## config.mk

```make
export PLATFORM = sky130hd
export DESIGN_NAME = fetch_stage
export DESIGN_NICKNAME = d
export VERILOG_FILES = /design/src/rtl/fetch_stage.sv
export SDC_FILE = /design/constraint.sdc
export NUM_CORES = 1
export LEC_CHECK = 0
export BUFFER_PORTS_ARGS = -buffer_cell sky130_fd_sc_hd__buf_4
export CORE_MARGIN = 5
export CORE_UTILIZATION = 52
export CTS_CLUSTER_SIZE = 24
export DETAILED_ROUTE_END_ITERATION = 10
export HOLD_SLACK_MARGIN = 0.1
export PLACE_DENSITY_LB_ADDON = 0.12
export SLEW_MARGIN = 20
export SYNTH_ARGS = -nofsm -noshare
export SYNTH_HDL_FRONTEND = slang
export SYNTH_SLANG_ARGS = --single-unit
```

## constraint.sdc

```tcl
create_clock -name clk -period 2.2 [get_ports clk]
set_input_delay 0.11 -clock clk [delete_from_list [all_inputs] [get_ports clk]]
set_output_delay 0.11 -clock clk [all_outputs]
set_load 0.01 [all_outputs]
```

## src/rtl/fetch_stage.sv

```systemverilog
// Instruction-fetch stage: owns the PC, runs a single-outstanding req/valid fetch,
// and drives the IF/ID pipeline register with stall, redirect, drain and halt handling.
module fetch_stage #(
    parameter int                DATA_W     = 16,
    parameter int                ADDR_W     = 16,
    parameter logic [ADDR_W-1:0] RESET_PC   = '0,
    parameter int                PC_STEP    = 2,
    parameter logic [3:0]        HLT_OPCODE = 4'hF
) (
    input  logic              clk,
    input  logic              rst_n,
    output logic              imem_req,
    output logic [ADDR_W-1:0] imem_addr,
    input  logic [DATA_W-1:0] imem_rdata,
    input  logic              imem_valid,
    input  logic              stall,
    input  logic              branch_taken,
    input  logic [ADDR_W-1:0] branch_target,
    output logic [ADDR_W-1:0] pc,
    output logic [DATA_W-1:0] ifid_instr,
    output logic [ADDR_W-1:0] ifid_pc_plus,
    output logic              ifid_valid,
    output logic              hlt
);

    typedef enum logic [1:0] {S_REQ, S_HOLD, S_DRAIN, S_HALT} state_t;

    localparam logic [ADDR_W-1:0] STEP = ADDR_W'(PC_STEP);

    state_t            state_reg, state_next;
    logic [ADDR_W-1:0] pc_reg, pc_next;
    logic [DATA_W-1:0] ifid_instr_reg, ifid_instr_next;
    logic [ADDR_W-1:0] ifid_pc_plus_reg, ifid_pc_plus_next;
    logic              ifid_valid_reg, ifid_valid_next;
    logic              hlt_reg, hlt_next;
    logic [DATA_W-1:0] buf_reg, buf_next;

    logic [ADDR_W-1:0] pc_plus;
    logic              req_state;
    logic              accept;
    logic [DATA_W-1:0] accept_data;

    assign pc_plus = pc_reg + STEP;

    always_ff @(posedge clk or negedge rst_n) begin
        if (!rst_n) begin
            state_reg        <= S_REQ;
            pc_reg           <= RESET_PC;
            ifid_instr_reg   <= '0;
            ifid_pc_plus_reg <= '0;
            ifid_valid_reg   <= 1'b0;
            hlt_reg          <= 1'b0;
            buf_reg          <= '0;
        end else begin
            state_reg        <= state_next;
            pc_reg           <= pc_next;
            ifid_instr_reg   <= ifid_instr_next;
            ifid_pc_plus_reg <= ifid_pc_plus_next;
            ifid_valid_reg   <= ifid_valid_next;
            hlt_reg          <= hlt_next;
            buf_reg          <= buf_next;
        end
    end

    always_comb begin
        state_next        = state_reg;
        pc_next           = pc_reg;
        ifid_instr_next   = ifid_instr_reg;
        ifid_pc_plus_next = ifid_pc_plus_reg;
        ifid_valid_next   = ifid_valid_reg;
        hlt_next          = hlt_reg;
        buf_next          = buf_reg;
        req_state         = 1'b0;
        accept            = 1'b0;
        accept_data       = imem_rdata;

        case (state_reg)
            S_REQ: begin
                req_state = 1'b1;
                if (imem_valid && !stall) begin
                    accept = 1'b1;
                end else if (imem_valid && stall) begin
                    buf_next   = imem_rdata;
                    state_next = S_HOLD;
                end else if (!stall) begin
                    ifid_valid_next = 1'b0;
                end
            end
            S_HOLD: begin
                if (!stall) begin
                    accept      = 1'b1;
                    accept_data = buf_reg;
                    state_next  = S_REQ;
                end
            end
            S_DRAIN: begin
                if (imem_valid) begin
                    state_next = S_REQ;
                end
            end
            S_HALT: begin
                if (!stall) begin
                    ifid_valid_next = 1'b0;
                end
            end
            default: state_next = S_REQ;
        endcase

        // Shared accept path for a fresh response and a buffered one; halts keep pc on the HLT.
        if (accept) begin
            ifid_instr_next   = accept_data;
            ifid_pc_plus_next = pc_plus;
            ifid_valid_next   = 1'b1;
            if (accept_data[DATA_W-1 -: 4] == HLT_OPCODE) begin
                state_next = S_HALT;
                hlt_next   = 1'b1;
            end else begin
                pc_next = pc_plus;
            end
        end

        // Redirect wins over everything; an unanswered request must still be drained.
        if (branch_taken) begin
            pc_next           = branch_target;
            ifid_instr_next   = ifid_instr_reg;
            ifid_pc_plus_next = ifid_pc_plus_reg;
            ifid_valid_next   = 1'b0;
            hlt_next          = 1'b0;
            buf_next          = buf_reg;
            if ((state_reg == S_REQ || state_reg == S_DRAIN) && !imem_valid) begin
                state_next = S_DRAIN;
            end else begin
                state_next = S_REQ;
            end
        end
    end

    assign imem_req     = req_state & rst_n;
    assign imem_addr    = pc_reg;
    assign pc           = pc_reg;
    assign ifid_instr   = ifid_instr_reg;
    assign ifid_pc_plus = ifid_pc_plus_reg;
    assign ifid_valid   = ifid_valid_reg;
    assign hlt          = hlt_reg;

endmodule

```

==> results.py <==
metrics = {
    "placement": {
        "gp_congestion": 0.8717,
        "placed_cell_area_sq_um": 4269,
        "dp_hpwl_mm": 6.443,
        "port_buffers": 103,
        "dp.cells": 501,
    },
    "global_routing": {
        "antenna_found_initial": 0,
        "grt_overflow_total": 0,
        "met3_usage_pct": 4.501,
        "grt.met1_usage_pct": 29.01,
        "met2_usage_pct": 37.77,
        "busiest_layer": "met2",
        "grt_pass1_wl_mm": 15.35,
        "grt_max_degree": 59,
        "first_global_vias": 3028,
        "grtUsageTotal_pct": 22.67,
    },
    "detailed_routing": {
        "wirelength_mm": 9.467,
        "num_vias": 3068,
        "wire_per_inst_microns": 17.15,
        "remaining_drc_errors": 0,
        "initialDrtViolationCount": 150,
        "vias_per_cell": 5.558,
        "dr.pass1.iters": 4,
        "ant_nets": 0,
    },
    "timing": {
        "hold_viol": 0,
        "finalSetupViolCount": 0,
        "skew_ps": 7.775,
        "fmax_mhz": 489.7,
        "maxSlewHeadroom_pct": 63.21,
        "period_share_pct": 92.82,
        "final_max_slew_viol_count": 0,
        "period_minus_slack_ps": 2042,
        "holdWs_ps": 140.8,
        "tightest_slew_ps": 547.7,
    },
    "run": {
        "max-cap-violations": 0,
    },
    "floorplanning": {
        "floorplan.initialDensity_pct": 54.07,
        "die_h_microns": 91.95,
        "ios": 104,
        "core_area_sq_um": 6459,
        "die_area_sq_um": 8455,
        "fp-row-count": 29,
        "die_w_microns": 91.95,
    },
    "outcome": {
        "run_status": "complete, no violations",
    },
    "setup_path": {
        "start_kind": "register",
        "cp_max_fo": 20,
        "reg2regPathDepth": 6,
        "worstPathRequired_ps": 2470,
        "worstReg2RegStart": "state_reg[1]",
        "r2r_slack_ps": 160,
        "r2r-end": "imem_addr[7]",
        "path_class": "reg -> reg",
        "worstSetupEndpointType": "register",
        "arrival_ps": 2310,
    },
    "pwr": {
        "p_switching_mw": 1.369,
        "power_frac_seq_pct": 40.8,
        "p_leak_nw": 2.255,
        "worst_ir_drop_vdd_mv": 0.5195,
        "p_comb_share_pct": 30.7,
        "clock_power_share_pct": 28.5,
        "power_mw": 4.470,
        "powerDensity_nw_per_um2": 914.7,
        "p_int_mw": 3.101,
        "switching_share_pct": 30.63,
    },
    "finish": {
        "layout-drive-gt1-share_pct": 35.37,
        "fin_area_sq_um": 4887,
        "area_delta_synth_final_pct": 39.95,
        "diodes": 0,
        "fillers": 465,
        "stdcell_count": 552,
        "finalCoreUtilization_pct": 75.67,
        "final_nets": 513,
    },
    "yosys": {
        "synthAdderAreaFrac_pct": 2.150,
        "synth-seq-area-share_pct": 48.73,
        "synth_top_area_cell": "dfrtp_1",
        "synth.area.top_cells": "dfrtp_1 (49%), mux2_2 (6.4%), nor2_1 (5.4%)",
        "synth_seq_cells": 68,
        "synthSimpleGateAreaFrac_pct": 14.40,
        "synth-edff-count": 0,
        "synthMostInstantiatedCell": "dfrtp_1",
        "yosys_warnings": 0,
        "yosysUniqueCellTypes": 43,
        "ys.flop_type": "dfrtp_1",
        "synth_top_family_by_area": "simple AND/OR/NAND/NOR gates",
        "muxShareOfSynthArea_pct": 11.32,
        "async_flop_share_pct": 100.0,
        "netlist_instances": 342,
        "synth_top_area_share_pct": 48.73,
        "synth_compound_area_share_pct": 12.83,
        "synthesis.area_sq_um": 3492,
        "avgSynthCellArea_sq_um": 10.21,
        "syn_nets": 385,
        "synth_commonest_cells": "dfrtp_1 (68), nor2_1 (50), a21oi_1 (32)",
        "synthXorXnorAreaFrac_pct": 3.260,
    },
    "clocking": {
        "cts_root_buf": "clkbuf_8",
        "worstSkewPairLatency_ps": 350,
        "cts_sinks": 68,
        "numCtsBuffers": 9,
        "cts_buffer_depth": 2,
        "cts_tree": "yes",
        "cts_max_level": 3,
        "cts.clk_slew.worst_paths_ps": 80,
        "postCtsSetupRepairBufs": 0,
    },
    "hold_path": {
        "hold_end": "state_reg[1]",
        "worstHoldPathCells": 3,
        "hold_class": "in -> reg",
        "hp-start": "imem_valid",
    },
}
==> stage by stage <==
stage          setup slack [ps]  setup TNS (ps)
2_1_floorplan             225.8               0
3_3_place_gp              187.4               0
3_5_place_dp              72.00               0
4_1_cts                   57.11               0
5_1_grt                  -3.122          -3.560
6_report                  158.0               0
==> worst max path at each step <==
stage,end,cells past startpoint,slack (ps),startpoint
global route,ifid_instr[6],8,-3,state_reg[1]
detailed placement,imem_addr[7],6,70,state_reg[1]
CTS,imem_addr[7],6,60,state_reg[1]
floorplan,imem_addr[15],5,230,imem_addr[1]
global placement,imem_addr[7],6,190,state_reg[1]
finish,imem_addr[7],6,160,state_reg[1]
==> power groups by stage <==
stage               Sequential (mW)  Clock, mW  Combinational (mW)
finish                         1.82       1.27                1.37
global placement               1.83          0                1.28
global route                   1.87       1.36                1.50
detailed placement             1.84          0                1.32
floorplan                      1.92          0               0.579
CTS                            1.82       1.29                1.38
==> cells in the final DEF (no fill, tap or decap), types with 7 or more instances in the layout <==
cell type and count:
o31ai_1 8, buf_4 118, a21oi_1 32, nand4_1 11
nor2_1 50, clkbuf_8 10, mux2_2 20, mux2i_1 17
nand2_1 13, dfrtp_1 68, a31oi_1 13, dlygate4sd3_1 34
or4_1 7, xnor2_1 8
==> cell type report <==
class | count | area (sq um) | area share, %
sequential | 68 | 1702 | 34.82
multi-input combinational | 231 | 1546 | 31.64
timing repair buffer | 154 | 1271 | 26.01
clock buffer | 10 | 137.6 | 2.816
clock inverter | 6 | 111.4 | 2.279
tap | 77 | 96.34 | 1.971
inverter | 6 | 22.52 | 0.4608
==> layer usage <==
metal  part of all wire [%]  vias up
met3                    6.0       22
met1                     43     1474
met4                    2.9        0
met5                      0        -
li1                       -     1466
met2                     49      106
==> worst max-delay path, cell delays in order (launching register included) <==
cell and delay (ps):
dfrtp_1 410, inv_1 140, ha_2 260, o21ai_1 110, a21o_2 340, or4_1 540
a31oi_1 180
==> cells by family after synthesis <==
logic type / Yosys count
flip-flops: 68
multiplexers: 37
XOR/XNOR: 13
adder cells (fa/ha/maj): 6
AO/OA/AOI/OAI: 72
buffers and inverters: 43
AND/OR/NAND/NOR: 103
==> what timing repair did <==
item,CTS,global route
resized for setup,0,2
hold endpoints to repair,74,0
hold buffers,34,0
setup endpoints to repair,0,20
Note: power is estimated with default switching activity, not from simulation.
